### src/rtl/di_arb_pkg.sv
// Shared types and widths for the device-interface bus arbiter.
package di_arb_pkg;

  localparam int EP_W   = 16;
  localparam int ADDR_W = 16;
  localparam int DATA_W = 16;

  localparam logic [DATA_W-1:0] ERR_DATA_DEFAULT = 16'hDEAD;

  typedef enum logic [1:0] {
    IDLE,
    ISSUE,
    WAIT,
    DONE
  } state_e;

endpackage

### src/rtl/di_arbiter.sv
// Round-robin arbiter sharing the device-interface register bus between the
// host command decoder (master 0) and the on-chip register sequencer (master 1).
//
// state | meaning
// IDLE  | sample requests, grant and latch the winner's fields
// ISSUE | single-cycle diWrite/diRead strobe
// WAIT  | wait for rdwr_ready, abort with error after TIMEOUT cycles
// DONE  | one-cycle ack with rdata/err to the granted master
module di_arbiter
  import di_arb_pkg::*;
#(
  parameter int                TIMEOUT  = 64,
  parameter logic [DATA_W-1:0] ERR_DATA = ERR_DATA_DEFAULT
) (
  input  logic              if_clock,
  input  logic              reset,

  input  logic              m0_req,
  input  logic              m0_write,
  input  logic [EP_W-1:0]   m0_ep,
  input  logic [ADDR_W-1:0] m0_addr,
  input  logic [DATA_W-1:0] m0_wdata,
  output logic              m0_ack,
  output logic [DATA_W-1:0] m0_rdata,
  output logic              m0_err,

  input  logic              m1_req,
  input  logic              m1_write,
  input  logic [EP_W-1:0]   m1_ep,
  input  logic [ADDR_W-1:0] m1_addr,
  input  logic [DATA_W-1:0] m1_wdata,
  output logic              m1_ack,
  output logic [DATA_W-1:0] m1_rdata,
  output logic              m1_err,

  output logic [EP_W-1:0]   diEpAddr,
  output logic [ADDR_W-1:0] diRegAddr,
  output logic [DATA_W-1:0] diRegDataIn,
  output logic              diWrite,
  output logic              diRead,
  input  logic [DATA_W-1:0] diRegDataOut,
  input  logic              rdwr_ready,
  output logic              busy
);

  localparam int               CNT_W    = $clog2(TIMEOUT);
  localparam logic [CNT_W-1:0] CNT_LAST = CNT_W'(TIMEOUT - 1);

  state_e            state_q;
  logic              last_grant_q;
  logic              gnt_q;
  logic              wr_q;
  logic [CNT_W-1:0]  cnt_q;

  logic              pick_m1;
  logic [DATA_W-1:0] done_data;
  logic              done_err;

  // On a tie the master that did not win last time gets the bus.
  always_comb begin
    pick_m1   = m1_req && (!m0_req || !last_grant_q);
    done_err  = !rdwr_ready;
    done_data = '0;
    if (!wr_q) done_data = rdwr_ready ? diRegDataOut : ERR_DATA;
  end

  always_ff @(posedge if_clock) begin
    if (reset) begin
      state_q      <= IDLE;
      last_grant_q <= 1'b1;
      gnt_q        <= 1'b0;
      wr_q         <= 1'b0;
      cnt_q        <= '0;
      m0_ack       <= 1'b0;
      m0_rdata     <= '0;
      m0_err       <= 1'b0;
      m1_ack       <= 1'b0;
      m1_rdata     <= '0;
      m1_err       <= 1'b0;
      diEpAddr     <= '0;
      diRegAddr    <= '0;
      diRegDataIn  <= '0;
      diWrite      <= 1'b0;
      diRead       <= 1'b0;
      busy         <= 1'b0;
    end else begin
      m0_ack  <= 1'b0;
      m1_ack  <= 1'b0;
      diWrite <= 1'b0;
      diRead  <= 1'b0;
      case (state_q)
        IDLE: begin
          if (m0_req || m1_req) begin
            gnt_q       <= pick_m1;
            wr_q        <= pick_m1 ? m1_write : m0_write;
            diEpAddr    <= pick_m1 ? m1_ep    : m0_ep;
            diRegAddr   <= pick_m1 ? m1_addr  : m0_addr;
            diRegDataIn <= pick_m1 ? m1_wdata : m0_wdata;
            diWrite     <= pick_m1 ? m1_write : m0_write;
            diRead      <= pick_m1 ? !m1_write : !m0_write;
            busy        <= 1'b1;
            state_q     <= ISSUE;
          end
        end
        ISSUE: begin
          cnt_q   <= '0;
          state_q <= WAIT;
        end
        WAIT: begin
          if (rdwr_ready || cnt_q == CNT_LAST) begin
            if (gnt_q) begin
              m1_ack   <= 1'b1;
              m1_rdata <= done_data;
              m1_err   <= done_err;
            end else begin
              m0_ack   <= 1'b1;
              m0_rdata <= done_data;
              m0_err   <= done_err;
            end
            state_q <= DONE;
          end else begin
            cnt_q <= cnt_q + 1'b1;
          end
        end
        DONE: begin
          m0_rdata     <= '0;
          m0_err       <= 1'b0;
          m1_rdata     <= '0;
          m1_err       <= 1'b0;
          last_grant_q <= gnt_q;
          busy         <= 1'b0;
          state_q      <= IDLE;
        end
        default: state_q <= IDLE;
      endcase
    end
  end

endmodule
### config.mk
export PLATFORM = sky130hd
export DESIGN_NAME = di_arbiter
export DESIGN_NICKNAME = d
export VERILOG_FILES = /design/src/rtl/di_arb_pkg.sv /design/src/rtl/di_arbiter.sv
export SDC_FILE = /design/constraint.sdc
export NUM_CORES = 1
export LEC_CHECK = 0
export CORE_MARGIN = 4
export CORE_UTILIZATION = 36
export DETAILED_ROUTE_END_ITERATION = 8
export HOLD_SLACK_MARGIN = 0.06
export PLACE_DENSITY = 0.85
export REMOVE_ABC_BUFFERS = 1
export SYNTH_ARGS = -nofsm -noshare
export SYNTH_HDL_FRONTEND = slang
export SYNTH_SLANG_ARGS = --single-unit
export TNS_END_PERCENT = 20
### constraint.sdc
create_clock -name if_clock -period 1.57 [get_ports if_clock]
set_clock_uncertainty 0.15 [all_clocks]
set_input_delay 0.2355 -clock if_clock [delete_from_list [all_inputs] [get_ports if_clock]]
set_output_delay 0.2355 -clock if_clock [all_outputs]
set_load 0.02 [all_outputs]
==> results.md <==
- Chip Height: 115 um
- Area leader, netlist: dfxtp_1
- CP arrival: 1710 ps
- Lkg Pwr: 0.00298 uW
- 1st-iter DRT viols: 288
- Antenna Violating Nets Remaining: 0
- Total Routing Usage GR: 19.1%
- Commonest cells after routing, fill and taps aside: clkdlybuf4s50_1 (115), dfxtp_1 (92), dlygate4sd2_1 (88)
- Non-filler cells, final: 810
- Final setup vio count: 16
- Share of layout cells above drive strength 1: 17.5%
- Failing checks: setup timing
- Multiplexer area fraction after synthesis: 12.2%
- Unrepaired setup endpoints after global routing: true
- Reg area: 0.00197 sq mm
- Fmax: 0.616 GHz
- Nature of the critical path startpoint: register
- Ys Warns: 0
- Max VDD drop: 0.000819 V
- FP Rows: 38
- Commonest non-fill, non-tap cell in the layout: clkdlybuf4s50_1
- Rel. slew slack: 65.9%
- Synth Area in Simple Gates: 14.6%
- P_sw: 3720 uW
- Buf/Inv on CP: 1
- Worst slew pin tran: 511 ps
- Worst min-delay path class: in -> reg
- Adder-Cell Fraction of Synth Area: 1.52%
- CP max-delay cell: or4b_1
- Vias/cell: 5.16
- Post-synthesis xor/xnor area fraction: 0%
- Fillers: 849
- Register bit total from synthesis: 98
- Post-synth ARST share: 0%
- Pint: 6420 uW
- Hold path startpoint: reset
- Clk pwr share: 22.2%
- PnR worst setup slack: -53.8 ps
- Vias in the first global route: 4196
- Root Driver: clkbuf_16
- I/O pins: 206
- Synth Cell Area: 0.00410 sq mm
- Yosys cell types: 43
- Seq/Total Area, Yosys: 47.8%
- Switch share: 36.7%
- Post-synth EDFFs: 0
- Final core occ: 64.8%
- CP endpoint kind: register
- TritonCTS Sinks: 98
- Depth of the CTS H-tree: 3
- Global-route wire length before repair: 20.1 mm
- Full die area: 0.0132 sq mm
- Final min period: 1620 ps
- Final GP Congestion: 0.819
- Via count: 4176
- Crit Path Max Fanout: 5
- Global route total overflow: 0
- Post-synthesis compound-gate area fraction: 18.6%
- Clock latency on the worst-skew pair: 330 ps
- Flop pwr share: 33.1%
- Top cells by area, synth: dfxtp_1 (48%), mux2i_1 (12%), a211oi_1 (9.0%)
- MaxCap Viol Count: 0
- DPL Wire Length: 9.61 mm
- Initial antenna violation count: 0
- CP Class: reg -> reg
- Crit path launch: state_q[0]$_SDFFE_PP0P_
- Main combinational cell family by area after synthesis: compound AO/OA/AOI/OAI gates
- Total iterations of the first detailed-routing run: 6
- Post-synth top area share: 47.8%
- Critical path cell sequence: inv_4 -> ha_4 -> nor2b_4 -> o21a_1 -> or4b_1 -> o31ai_1
- Initial Util: 37.4%
- Synthesis-to-finish area growth: 73.3%
- Final hold vios: 0
- Drt wl/cell: 16.4 um
- Nets@finish: 789
- Top FF cell, synth: dfxtp_1
- RR Startpoint: state_q[0]$_SDFFE_PP0P_
- Maximum clock insertion buffer count: 2
- Routed WL: 13.3 mm
- Pwr/cell area: 1430 mW/mm^2
- Fin crit share: 103%
- PortBufs: 205
- Comb pwr share: 44.7%
- Multi-input gate area: 0.00217 sq mm
- Remaining DRCs: 0
- Slowest stage delay, CP: 470 ps
- Reg clk slew, reported paths: 70 ps
- Antenna cells: 0
- Die width: 115 um
- Average cell area after synthesis: 9.37 sq um
- Delay-heaviest family, CP: simple AND/OR/NAND/NOR gates
- Status: finished, violations left
- WHS: 113 ps
- Max Slew Vio Count: 0
- WP data required: 1660 ps
- Total core area: 0.0110 sq mm
- Placed cell count: 790
- Mapped Cells: 438
- Largest net degree at the start of global routing: 41
- CTS Buf Count: 9
- CTS tree: done
## state kept, by name (all words and copies together) (netlist names)
| signal | count |
|---|---|
| m0_ack | 1 |
| m1_rdata | 16 |
| last_grant_q | 1 |
| busy | 1 |
| m1_err | 1 |
| diRegDataIn | 16 |
| m0_rdata | 16 |
| cnt_q | 6 |
| diWrite | 1 |
| gnt_q | 1 |
| state_q | 2 |
| m1_ack | 1 |
| diRead | 1 |
| m0_err | 1 |
| wr_q | 1 |
| diRegAddr | 16 |
| diEpAddr | 16 |
## worst reg2reg max path, delay by kind of cell (launching register included)
family	cells	cell delay (ps)
DFF	1	350
adders and majority gates	1	160
buffers and inverters	1	50
AOI/OAI and AO/OA	2	200
and+or+nand+nor	2	610
## area by class of cell
class / instances / share of cell area [%]
Clock buffer: 10 / 3.36
Clock inverter: 6 / 1.00
Inverter: 5 / 0.299
Multi-Input combinational cell: 299 / 30.5
Sequential cell: 98 / 27.7
Tap cell: 140 / 2.46
Timing Repair Buffer: 252 / 34.6
## cell usage after synthesis, types with 2 or more instances
cell,n
nor3b_1,2
nand2_1,10
nand4_1,3
o21a_1,3
inv_1,5
buf_2,11
clkbuf_1,18
a21oi_1,3
nand2b_1,2
o31ai_1,3
o21ai_0,12
dfxtp_1,98
o21ai_1,32
buf_4,4
ha_1,5
nor2_1,58
nor4_1,3
a21boi_0,2
nor3_1,3
mux2i_1,49
a211oi_1,49
nand3_1,40
o32a_1,2
buf_1,2
## through the flow
stage	total power (uW)	worst slack [ps]	area (sq um)	setup TNS [ps]
2_1_floorplan	5360	-1620	3910	-92390
3_3_place_gp	7600	-271	6560	-20900
3_5_place_dp	7740	-410	6560	-25390
4_1_cts	9930	-28.1	6890	-28.1
5_1_grt	10700	-89.4	7110	-1770
6_report	10100	-53.8	7110	-183
## kinds of logic (layout without fill, tap and decap cells)
group | after synthesis | count (layout)
mux | 50 | 50
fa+ha+maj | 5 | 5
compound gates | 115 | 116
simple gates | 128 | 128
buf+inv | 42 | 273
flops | 98 | 98
## power groups by stage
stage / logic, uW / registers (uW) / clock network, uW
final: 4530 / 3350 / 2260
after CTS: 4280 / 3350 / 2310
after detailed placement: 4350 / 3390 / 0
after global placement: 4230 / 3360 / 0
after floorplan: 1440 / 3910 / 0
after global routing: 4880 / 3430 / 2420
## path summary, 6_finish.rpt
kind,slack [ps],endpoint,cells after the start
max,-50,state_q[1]$_SDFFE_PP0P_,6
min,110,gnt_q$_SDFFE_PP0P_,2
max reg2reg,-50,state_q[1]$_SDFFE_PP0P_,6
min reg2reg,310,m1_rdata[4]$_SDFFE_PP0P_,2
## metal layers
layer / track usage (%) / vias to the layer above / part of all wire (%)
li1: - / 2051 / -
met1: 20.6 / 1920 / 38
met2: 34.3 / 179 / 50
met3: 6.63 / 26 / 9.4
met4: 7.28 / 0 / 2.3
met5: 0 / - / 0
## timing repair
| item | CTS | global route |
|---|---|---|
| cloned | 2 | 2 |
| endpoints found under the setup margin | 164 | 57 |
| setup buffers | 0 | 0 |
| pin swaps | 2 | 18 |
| gates resized for setup | 112 | 44 |
| hold buffers | 0 | 0 |
No activity file was read; power rests on OpenSTA's default activity.
